$ cat config.mk
export PLATFORM = sky130hd
export DESIGN_NAME = rv_fetch_stage
export DESIGN_NICKNAME = d
export VERILOG_FILES = /design/src/rtl/my_pkg.sv /design/src/rtl/rv_fetch_skid.sv /design/src/rtl/rv_fetch_stage.sv
export SDC_FILE = /design/constraint.sdc
export NUM_CORES = 1
export LEC_CHECK = 0
export CAP_MARGIN = 0
export CORE_ASPECT_RATIO = 1.1
export CORE_UTILIZATION = 57
export CTS_BUF_LIST = sky130_fd_sc_hd__clkbuf_4 sky130_fd_sc_hd__clkbuf_8
export CTS_CLUSTER_SIZE = 12
export DETAILED_ROUTE_END_ITERATION = 12
export PLACE_DENSITY = 0.88
export SYNTH_ARGS = -nofsm -noshare
export SYNTH_HDL_FRONTEND = slang
export SYNTH_SLANG_ARGS = --single-unit
$ cat constraint.sdc
create_clock -name clk -period 6.75 [get_ports clk]
set_clock_uncertainty 0.2 [all_clocks]
set_input_delay 1.35 -clock clk [delete_from_list [all_inputs] [get_ports clk]]
set_output_delay 1.35 -clock clk [all_outputs]
set_load 0.01 [all_outputs]
$ cat src/rtl/my_pkg.sv
// Shared definitions for the RV32I front end.
//   RV_NOP        : canonical ADDI x0,x0,0 used for IF/ID bubbles
//   fetch_state_t : fetch FSM states (idle / response pending / stale response pending)
//   fetch_entry_t : {pc, inst} pair carried by the skid buffer and IF/ID register
package my_pkg;

    localparam logic [31:0] RV_NOP = 32'h0000_0013;

    typedef enum logic [1:0] {
        F_IDLE,
        F_WAIT,
        F_DROP
    } fetch_state_t;

    typedef struct packed {
        logic [31:0] pc;
        logic [31:0] inst;
    } fetch_entry_t;

endpackage

$ cat src/rtl/rv_fetch_skid.sv
// One-entry skid buffer for the fetch stage. Parks a memory response that
// arrives while the IF/ID register is stalled.
// Ports:
//   clk, rst_n   : clock, synchronous active-low reset
//   i_wr         : load i_wr_entry and mark full
//   i_wr_entry   : {pc, inst} to park
//   i_drain      : entry consumed by IF/ID, clear full
//   i_clr        : flush (redirect), clear full
//   o_full       : entry valid
//   o_entry      : parked {pc, inst}
module rv_fetch_skid
    import my_pkg::*;
(
    input  logic         clk,
    input  logic         rst_n,
    input  logic         i_wr,
    input  fetch_entry_t i_wr_entry,
    input  logic         i_drain,
    input  logic         i_clr,
    output logic         o_full,
    output fetch_entry_t o_entry
);

    logic         r_full;
    fetch_entry_t r_entry;

    // Flush beats write; a write in the same cycle as a drain refills the
    // entry, so write beats drain.
    always_ff @(posedge clk) begin
        if (!rst_n) begin
            r_full  <= 1'b0;
            r_entry <= '0;
        end else if (i_clr) begin
            r_full  <= 1'b0;
        end else if (i_wr) begin
            r_full  <= 1'b1;
            r_entry <= i_wr_entry;
        end else if (i_drain) begin
            r_full  <= 1'b0;
        end
    end

    assign o_full  = r_full;
    assign o_entry = r_entry;

endmodule

$ cat src/rtl/rv_fetch_stage.sv
// Instruction-fetch stage of the 5-stage RV32I pipeline: owns the PC, the
// single-outstanding imem request tracker, a 1-entry skid buffer and the
// IF/ID pipeline register.
// Ports:
//   clk, rst_n                      : clock, synchronous active-low reset
//   stall_fetch                     : block presenting a new imem request
//   stall_decode                    : hold the IF/ID register
//   redirect_valid, redirect_pc     : EX redirect / front-end flush
//   imem_req_valid/addr/ready       : request handshake (valid/addr combinational)
//   imem_rsp_valid/data             : in-order response, one per accepted request
//   if_id_valid/pc/inst             : IF/ID register (NOP when invalid)
// Optional build macro RV_FETCH_PERF_EN adds perf_fetch_cnt / perf_bubble_cnt.
module rv_fetch_stage
    import my_pkg::*;
#(
    parameter logic [31:0] RESET_PC = 32'h0000_0000
) (
    input  logic        clk,
    input  logic        rst_n,
    input  logic        stall_fetch,
    input  logic        stall_decode,
    input  logic        redirect_valid,
    input  logic [31:0] redirect_pc,
    output logic        imem_req_valid,
    output logic [31:0] imem_req_addr,
    input  logic        imem_req_ready,
    input  logic        imem_rsp_valid,
    input  logic [31:0] imem_rsp_data,
    output logic        if_id_valid,
    output logic [31:0] if_id_pc,
    output logic [31:0] if_id_inst
`ifdef RV_FETCH_PERF_EN
    ,
    output logic [31:0] perf_fetch_cnt,
    output logic [31:0] perf_bubble_cnt
`endif
);

    fetch_state_t r_state, w_state_nxt;
    logic [31:0]  r_pc;
    logic [31:0]  r_req_pc;
    logic         r_req_pend;
    logic         r_if_valid;
    fetch_entry_t r_if_entry;

    logic         w_buf_full;
    fetch_entry_t w_buf_entry;
    fetch_entry_t w_rsp_entry;

    logic         w_rsp_acc;
    logic         w_ifid_upd;
    logic         w_rsp_to_ifid;
    logic         w_rsp_to_buf;
    logic         w_can_issue;
    logic         w_req_valid;
    logic         w_req_fire;

    logic         w_if_load;
    logic         w_if_nxt_vld;
    fetch_entry_t w_if_nxt;
    logic         w_bubble;

    // ---------------- response routing ----------------
    assign w_rsp_acc     = (r_state == F_WAIT) && imem_rsp_valid && !redirect_valid;
    assign w_ifid_upd    = !stall_decode || !r_if_valid;
    assign w_rsp_to_ifid = w_rsp_acc && w_ifid_upd && !w_buf_full;
    assign w_rsp_to_buf  = w_rsp_acc && !w_rsp_to_ifid;
    assign w_rsp_entry   = '{pc: r_req_pc, inst: imem_rsp_data};

    // ---------------- request side ----------------
    // Back-to-back issue from WAIT only when the live response goes straight
    // to IF/ID. If it is being parked, the buffer is about to fill and a
    // second in-flight response would have nowhere to go.
    assign w_can_issue = !stall_fetch && !w_buf_full && !redirect_valid &&
                         ((r_state == F_IDLE) || ((r_state == F_WAIT) && w_rsp_to_ifid));

    // A presented-but-unaccepted request is held until accepted; only a
    // redirect (or reset) withdraws it.
    assign w_req_valid    = rst_n && !redirect_valid && (r_req_pend || w_can_issue);
    assign w_req_fire     = w_req_valid && imem_req_ready;
    assign imem_req_valid = w_req_valid;
    assign imem_req_addr  = r_pc;

    // ---------------- FSM ----------------
    always_comb begin
        w_state_nxt = r_state;
        unique case (r_state)
            F_IDLE: begin
                if (w_req_fire) w_state_nxt = F_WAIT;
            end
            F_WAIT: begin
                if (redirect_valid)      w_state_nxt = imem_rsp_valid ? F_IDLE : F_DROP;
                else if (imem_rsp_valid) w_state_nxt = w_req_fire ? F_WAIT : F_IDLE;
            end
            F_DROP: begin
                if (imem_rsp_valid) w_state_nxt = F_IDLE;
            end
            default: w_state_nxt = F_IDLE;
        endcase
    end

    always_ff @(posedge clk) begin
        if (!rst_n) begin
            r_state    <= F_IDLE;
            r_pc       <= RESET_PC;
            r_req_pc   <= '0;
            r_req_pend <= 1'b0;
        end else begin
            r_state    <= w_state_nxt;
            r_req_pend <= w_req_valid && !imem_req_ready;
            if (redirect_valid)  r_pc <= {redirect_pc[31:2], 2'b00};
            else if (w_req_fire) r_pc <= r_pc + 32'd4;
            if (w_req_fire)      r_req_pc <= r_pc;
        end
    end

    // ---------------- skid buffer ----------------
    rv_fetch_skid u_skid (
        .clk        (clk),
        .rst_n      (rst_n),
        .i_wr       (w_rsp_to_buf),
        .i_wr_entry (w_rsp_entry),
        .i_drain    (w_ifid_upd && w_buf_full),
        .i_clr      (redirect_valid),
        .o_full     (w_buf_full),
        .o_entry    (w_buf_entry)
    );

    // ---------------- IF/ID register ----------------
    // Redirect forces a bubble even when decode is stalled.
    always_comb begin
        w_if_load    = 1'b0;
        w_if_nxt_vld = 1'b0;
        w_if_nxt     = '{pc: 32'h0, inst: RV_NOP};
        if (redirect_valid) begin
            w_if_load = 1'b1;
        end else if (w_ifid_upd) begin
            w_if_load = 1'b1;
            if (w_buf_full) begin
                w_if_nxt_vld = 1'b1;
                w_if_nxt     = w_buf_entry;
            end else if (w_rsp_acc) begin
                w_if_nxt_vld = 1'b1;
                w_if_nxt     = w_rsp_entry;
            end
        end
    end

    assign w_bubble = w_if_load && !w_if_nxt_vld;

    always_ff @(posedge clk) begin
        if (!rst_n) begin
            r_if_valid <= 1'b0;
            r_if_entry <= '{pc: 32'h0, inst: RV_NOP};
        end else if (w_if_load) begin
            r_if_valid <= w_if_nxt_vld;
            r_if_entry <= w_if_nxt;
        end
    end

    assign if_id_valid = r_if_valid;
    assign if_id_pc    = r_if_entry.pc;
    assign if_id_inst  = r_if_entry.inst;

`ifdef RV_FETCH_PERF_EN
    logic [31:0] r_perf_fetch;
    logic [31:0] r_perf_bubble;

    always_ff @(posedge clk) begin
        if (!rst_n) begin
            r_perf_fetch  <= '0;
            r_perf_bubble <= '0;
        end else begin
            if (w_rsp_acc) r_perf_fetch  <= r_perf_fetch + 32'd1;
            if (w_bubble)  r_perf_bubble <= r_perf_bubble + 32'd1;
        end
    end

    assign perf_fetch_cnt  = r_perf_fetch;
    assign perf_bubble_cnt = r_perf_bubble;
`endif

endmodule

==> Yosys cells after proc, flatten, opt, wreduce, memory -nomap -nowiden <==
Index checks and enable logic that the tools add are counted.
{ "classes": {"n_addsub": 1, "multipliers": 0, "div": 0, "n_lt_le_gt_ge": 0, "n_eq_ne": 5, "shift": 0, "n_mux": 21, "bitwise": 2, "n_reduce_logical": 30} }
{ "ops": {"columns": ["operator", "count"], "rows": [
  ["$mux W64", 4],
  ["$mux W32", 2],
  ["$add A32 B3 Y32 const B", 1],
  ["$logic_and A1 B1 Y1", 14],
  ["$mux W2", 5],
  ["$mux W1", 9],
  ["$logic_not A1 Y1", 7],
  ["$pmux W2 S3", 1],
  ["$ne A2 B2 Y1 const B", 2],
  ["$reduce_bool A2 Y1", 2],
  ["$logic_or A1 B1 Y1", 3],
  ["$ne A3 B3 Y1 const B", 1],
  ["$reduce_and A3 Y1", 1],
  ["$eq A2 B1 Y1 const B", 1],
  ["$eq A2 B2 Y1 const B", 1],
  ["$logic_not A2 Y1", 1],
  ["$not A1 Y1", 2],
  ["$reduce_and A2 Y1", 1],
  ["$reduce_or A2 Y1", 1]
]} }
{ "word_totals": {"regBits": 197, "latch_bits": 0, "ramBits": 0, "mem_bits_ro": 0, "in_bits": 71, "output_inout_bits": 98, "mem_count": 0} }

==> Depth between registers and ports, before layout <==
Gate-level depths: netlist of the first run.
{ "depth": {"word_depth": 15, "depth_mapped": 9, "ltp_nobuf": 6} }

==> Modules after synthesis <==
A second synthesis of the first run with hierarchy kept.
{ "unflattened": {"hier_cells": 1084, "area_unflattened_um2": 8680.8} }
{ "modules_own_cells": {"columns": ["mod", "n_inst", "cells_each", "area_per_inst_um2", "seq_area_each_um2"], "rows": [
  ["rv_fetch_stage", 1, 802, 6010.8, 2562.5],
  ["rv_fetch_skid", 1, 282, 2670.1, 1301.2]
]} }

==> Worst setup path before layout of the first run <==
OpenSTA, ideal clock, no wires.
{ "synth_path": {"path_kind": "input -> output", "start": "input port redirect_valid", "end": "output port imem_req_valid", "arrival_time_ns": 2.394, "required_time_ns": 5.200, "setup_slack_ns": 2.806, "cell_stages": 5, "n_path_buf": 2, "cell_sequence": "clkbuf_1 -> nor4bb_1 -> clkbuf_1 -> a211oi_2 -> nor2_1"} }
{ "synth_via": {"elab_chain_len": 9} }
{ "synth_lines": {"columns": ["element", "line", "rtl"], "rows": [
  ["start: declaration", "rv_fetch_stage.sv:22", "input logic redirect_valid,"],
  ["$logic_not A1 Y1 *", "rv_fetch_stage.sv:64, rv_fetch_stage.sv:74, rv_fetch_stage.sv:79", null],
  ["$logic_and A1 B1 Y1", "rv_fetch_stage.sv:64", "assign w_rsp_acc = (r_state == F_WAIT) && imem_rsp_valid && !redirect_valid;"],
  ["$logic_and A1 B1 Y1 (2 in series)", "rv_fetch_stage.sv:66", "assign w_rsp_to_ifid = w_rsp_acc && w_ifid_upd && !w_buf_full;"],
  ["$logic_and A1 B1 Y1", "rv_fetch_stage.sv:75", "((r_state == F_IDLE) || ((r_state == F_WAIT) && w_rsp_to_ifid));"],
  ["$logic_or A1 B1 Y1", "rv_fetch_stage.sv:75", null],
  ["$logic_and A1 B1 Y1", "rv_fetch_stage.sv:74", "assign w_can_issue = !stall_fetch && !w_buf_full && !redirect_valid &&"],
  ["$logic_or A1 B1 Y1", "rv_fetch_stage.sv:79", "assign w_req_valid = rst_n && !redirect_valid && (r_req_pend || w_can_issue);"],
  ["$logic_and A1 B1 Y1 *", "rv_fetch_stage.sv:79", null],
  ["end: declaration", "rv_fetch_stage.sv:24", "output logic imem_req_valid,"]
]} }
Mark *: on every way between the ends. The rest lies on a longest branch, timed or not.

==> Final worst setup path of the first run <==
Ends and elaborated chain as after synthesis.

==> results of run 1 <==
[report_power, final]
| group | total, W | internal [W] | switching, W |
|---|---|---|---|
| sequential | 0.00115 | 0.00113 | 0.0000230 |
| clock | 0.000899 | 0.000516 | 0.000383 |
| combinational | 0.000144 | 0.0000735 | 0.0000705 |
[final timing paths]
path	start	cells after the start	slack, ns	to
worst min-delay path	u_skid.o_entry[29]	2	0.25	u_skid.o_entry[29]
worst max register to register	u_skid.o_full	7	3.62	imem_req_addr[31]
worst max-delay path	redirect_valid	5	1.67	imem_req_valid
worst min register to register	u_skid.o_entry[29]	2	0.25	u_skid.o_entry[29]
[layer usage]
metal	global-route usage	share of wire
met5	0	0
met4	0.0924	0.019
met3	0.0612	0.071
met2	0.454	0.47
met1	0.397	0.44
[cell usage in the layout, fill, tap and decap left out, types with 4 or more instances in the layout]
cell             count
a21oi_1            102
a31oi_1              8
a22oi_1             62
nand4_1              5
nor3_1              17
o21ai_0             72
clkbuf_8            21
nor2_1              66
nand2_1            330
buf_4               12
o311ai_0             9
clkdlybuf4s50_1    162
nand3_1             17
nor4_1               4
and3_1               7
inv_1                8
conb_1               4
a221o_1              7
dfxtp_1            188
and4_1               4
or4_1                6
bufinv_16            6
and2_1               5
[final cells by class]
type	instances	area (µm²)
Multi-Input combinational cell	777	3890
Sequential cell	189	3790
Fill cell	1071	3580
Timing Repair Buffer	174	1710
Clock buffer	21	289
Tap cell	188	235
Clock inverter	11	210
Inverter	9	36.3
[kinds of logic after synthesis]
group                    share of synthesized area
multiplexers                               0.00266
other                                     0.000468
XOR/XNOR                                   0.00438
AO/OA/AOI/OAI                                0.220
buffers and inverters                       0.0484
flip-flops                                   0.473
adder cells (fa/ha/maj)                    0.00281
AND/OR/NAND/NOR                              0.248
[through the flow]
step	cells	power (W)	area (µm²)	utilization
CTS	1369	0.00220	10200	0.739
detailed placement	1337	0.00132	9660	0.703
global route	1369	0.00226	10200	0.739
finish	1369	0.00219	10200	0.739
floorplan	1064	0.00123	8020	-
global placement	1337	0.00132	9660	0.703
[worst max-delay path, stage by stage]
cell and delay (ns):
clkdlybuf4s50_1 0.83, nor4bb_4 0.11, a211oi_2 0.59, nor2_1 0.13
clkdlybuf4s50_1 0.51
[state kept, by name, summed over array words and instances (netlist names), 2 cells and up]
signal and cells:
r_req_pc 30, u_skid.o_entry 62, if_id_pc 30, imem_req_addr 30
r_state 2, if_id_inst 32
==> impl_metrics.py, run 1 <==
metrics = {
    "die": {
        "die_area_mm2": 0.0145,
        "die_h_um": 126,
        "num_rows": 45,
        "start_util": 0.583,
        "die_w_um": 115,
        "fp.coreArea_mm2": 0.0137,
        "io_pins": 169,
    },
    "timing": {
        "finalHoldViolations": 0,
        "setup_viol": 0,
        "tightest_slew_ns": 1.12,
        "max_freq_ghz": 0.197,
        "rsz0062_at_grt": "no",
        "holdWs_ns": 0.255,
        "relSlewSlack": 0.250,
        "drv_slew": 0,
        "finalCritPeriodShare": 0.752,
        "tns_ns": 0,
        "worst_slack_ns": 1.67,
        "min_period_ns": 5.08,
    },
    "route": {
        "post_drt_wl_per_cell_um": 15.1,
        "drtIter0Drc": 993,
        "wirelength_um": 20600,
        "ant_nets": 0,
        "remaining_drc_errors": 0,
        "vias": 7794,
        "dr.pass1.iters": 5,
        "via_per_inst": 5.69,
    },
    "logic_synthesis": {
        "synth_cells": 1061,
        "ys_ff_latch": 189,
        "synthTopCellsByArea": "dfxtp_1 47%, nand2_1 15%, a21oi_1 6.4%",
        "netlist_area_mm2": 0.00801,
        "yosys.area.top_type": "dfxtp_1",
        "yosys_warnings": 0,
        "netlist_top_cells_count": "330 x nand2_1, 189 x dfxtp_1, 102 x a21oi_1, 74 x clkbuf_1, 72 x o21ai_0",
        "ys_types": 55,
        "synth_edf_count": 0,
        "synthFlopType": "dfxtp_1",
        "yosysMostFrequentCell": "nand2_1",
        "avgSynthCellArea_um2": 7.55,
        "async_reset_ff_frac": 0,
        "ys_seq_area_frac": 0.473,
        "yosysTopAreaCellShare": 0.473,
    },
    "placement": {
        "post-place-ws_ns": 1.70,
        "place.gp.congestion": 0.919,
        "hpwl_um": 12800,
        "portBuffers": 162,
    },
    "grt": {
        "grt_max_degree": 128,
        "grt_use_total": 0.289,
        "globalRoute.totalOverflow": 0,
        "grt_first_pass_wirelength_um": 33700,
        "grt_pass1_vias": 6839,
        "grt_antenna_before_repair": 0,
    },
    "clocking": {
        "clkLatencyLatePin_ns": 0.46,
        "cts.sinks": 189,
        "clkTransAtPathRegs_ns": 0.08,
        "root_buffer": "clkbuf_8",
        "cts_tree": "yes",
        "cts_hold_repair.buffers": 0,
        "cts_resized": 0,
        "cts_max_path_buffers": 2,
        "h-tree-depth": 4,
        "cts_made_buffers": 17,
        "post-cts-setup-buffer-count": 0,
    },
    "power_and_ir_drop": {
        "power_density_mw_per_mm2": 216,
        "ir_worst_vdd_mv": 0.124,
        "total_leakage_power_nw": 3.29,
    },
    "run_status": {
        "status": "complete, no violations",
    },
    "critical_path": {
        "arrival_ns": 3.53,
        "crit_required_ns": 5.20,
        "worstSetupEndpointType": "output pin",
        "cp-start-kind": "primary input",
        "path_max_fanout": 12,
        "worstSetupPathType": "primary input to output pin",
    },
    "cells_and_area": {
        "nets": 1240,
        "area_delta_synth_final_pct": 26.9,
        "diodes": 0,
        "drive_gt1_frac": 0.0491,
    },
    "flow_run": {
        "cap_violations": 0,
    },
    "hold_path": {
        "hp-class": "flop to flop",
    },
}
Note: power is estimated with default switching activity, not from simulation.
==> run 2, diff against run 1 <==
CORE_UTILIZATION = 53   (was 57)
PLACE_DENSITY = 0.83   (was 0.88)
clock period = 5.15 ns   (was 6.75 ns; I/O delays follow)
==> impl_metrics.py, run 2 (synthesis results as in run 1) <==
metrics = {
    "die": {
        "die_area_mm2": 0.0156,
        "die_w_um": 119,
        "start_util": 0.550,
        "num_rows": 46,
        "io_pins": 169,
        "fp.coreArea_mm2": 0.0146,
        "die_h_um": 131,
    },
    "hold_path": {
        "holdCritStartpoint": "u_skid.o_entry[16]",
        "hold_end": "u_skid.o_entry[16]",
        "hold_depth": 2,
        "hp-class": "flop to flop",
    },
    "cells_and_area": {
        "fillers": 1183,
        "area_delta_synth_final_pct": 26.4,
        "diodes": 0,
        "nets": 1244,
        "largest_reg_flops": 62,
        "fin_area_mm2": 0.0101,
        "mostFrequentLayoutCells": "330 x nand2_1, 188 x dfxtp_1, 162 x clkdlybuf4s50_1",
        "utilization": 0.695,
        "mostFrequentLayoutCell": "nand2_1",
        "drive_gt1_frac": 0.0507,
    },
    "route": {
        "wl_met3_um": 1200,
        "post_drt_wl_per_cell_um": 15.1,
        "dr.pass1.iters": 6,
        "via_per_inst": 5.68,
        "wirelength_um": 20800,
        "top_layer": "met4",
        "ant_nets": 0,
        "met1Wirelength_um": 9640,
        "remaining_drc_errors": 0,
        "vias": 7808,
        "drtIter0Drc": 685,
        "met2_length_um": 9650,
    },
    "critical_path": {
        "r2r-end": "imem_req_addr[25]",
        "reg2reg_from": "r_state[1]",
        "arrival_ns": 2.99,
        "worstSetupEndpointType": "output pin",
        "reg2reg_slack_ns": 2.01,
        "path_max_fanout": 10,
        "worstSetupPathType": "primary input to output pin",
        "cp-start-kind": "primary input",
        "crit_required_ns": 3.92,
        "rr_worst_depth": 6,
    },
    "timing": {
        "min_period_ns": 4.22,
        "finalHoldViolations": 0,
        "rsz0062_at_grt": "no",
        "max_freq_ghz": 0.237,
        "worst_slack_ns": 0.933,
        "finalCritPeriodShare": 0.819,
        "tightest_slew_ns": 1.12,
        "setup_viol": 0,
        "relSlewSlack": 0.252,
        "tns_ns": 0,
        "drv_slew": 0,
    },
    "clocking": {
        "cts_tree": "yes",
        "cts_max_path_buffers": 2,
        "root_buffer": "clkbuf_8",
        "cts_resized": 0,
        "clkTransAtPathRegs_ns": 0.08,
        "cts_made_buffers": 17,
        "h-tree-depth": 4,
        "clkLatencyLatePin_ns": 0.46,
        "cts.sinks": 189,
        "cts_hold_repair.buffers": 0,
        "post-cts-setup-buffer-count": 0,
    },
    "power_and_ir_drop": {
        "power.switching_w": 0.000618,
        "power.share.combinational": 0.069,
        "total_leakage_power_nw": 3.28,
        "power_density_mw_per_mm2": 271,
        "p_sw_frac": 0.225,
        "seqPwrFrac": 0.549,
        "p_clk_frac": 0.381,
        "ir_worst_vdd_mv": 0.163,
        "p_int_w": 0.00212,
    },
    "grt": {
        "grt_first_pass_wirelength_um": 33500,
        "grt_antenna_before_repair": 0,
        "grt_pass1_vias": 6731,
        "grt_max_degree": 127,
        "globalRoute.totalOverflow": 0,
        "grt_use_total": 0.269,
    },
    "placement": {
        "hpwl_um": 13200,
        "portBuffers": 162,
        "post-place-ws_ns": 0.797,
        "place_area_mm2": 0.00969,
        "place.gp.congestion": 0.903,
    },
    "run_status": {
        "status": "complete, no violations",
    },
    "flow_run": {
        "cap_violations": 0,
    },
}
-- run 2: final cells by class --
cell class,instances,area (µm²),share of cell area
clock buffer,24,318,0.0314
inverter,9,36.3,0.00359
multi-input combinational,777,3890,0.384
clock inverter,6,108,0.0106
timing repair buffer,178,1740,0.172
sequential,189,3790,0.374
tap,192,240,0.0237
-- run 2: worst max-delay path: stages --
cell	delay [ns]
clkdlybuf4s50_1	0.51
nor4bb_4	0.22
a211oi_2	0.58
nor2_1	0.13
clkdlybuf4s50_1	0.51
-- run 2: how the worst max path moves through the flow --
stage	startpoint	end	slack (ns)	cells after the start
2_1_floorplan	redirect_valid	imem_req_valid	1.85	5
3_3_place_gp	imem_rsp_valid	imem_req_addr[25]	0.81	7
3_5_place_dp	imem_rsp_valid	imem_req_addr[25]	0.80	7
4_1_cts	imem_rsp_valid	imem_req_valid	0.97	5
5_1_grt	stall_decode	imem_req_valid	0.77	5
6_report	imem_rsp_valid	imem_req_valid	0.93	5
-- run 2: routing by layer --
layer / GRT usage / up-vias
met1: 0.369 / 3639
met2: 0.429 / 286
li1: - / 3857
met4: 0.0946 / 0
met3: 0.0447 / 26
met5: 0 / -
-- run 2: power groups by stage --
stage / Clock [W] / Sequential, W / Combinational [W]
finish: 0.00105 / 0.00151 / 0.000190
global placement: 0 / 0.00154 / 0.000187
detailed placement: 0 / 0.00154 / 0.000189
global route: 0.00111 / 0.00151 / 0.000205
floorplan: 0 / 0.00154 / 0.0000767
CTS: 0.00106 / 0.00151 / 0.000190
-- run 2: per-stage QoR --
| stage | cells | hold slack [ns] | total power, W |
|---|---|---|---|
| floorplan | 1064 | 0.236 | 0.00162 |
| global placement | 1345 | 0.241 | 0.00173 |
| detailed placement | 1345 | 0.247 | 0.00173 |
| CTS | 1375 | 0.259 | 0.00275 |
| global route | 1375 | 0.272 | 0.00283 |
| finish | 1375 | 0.257 | 0.00274 |
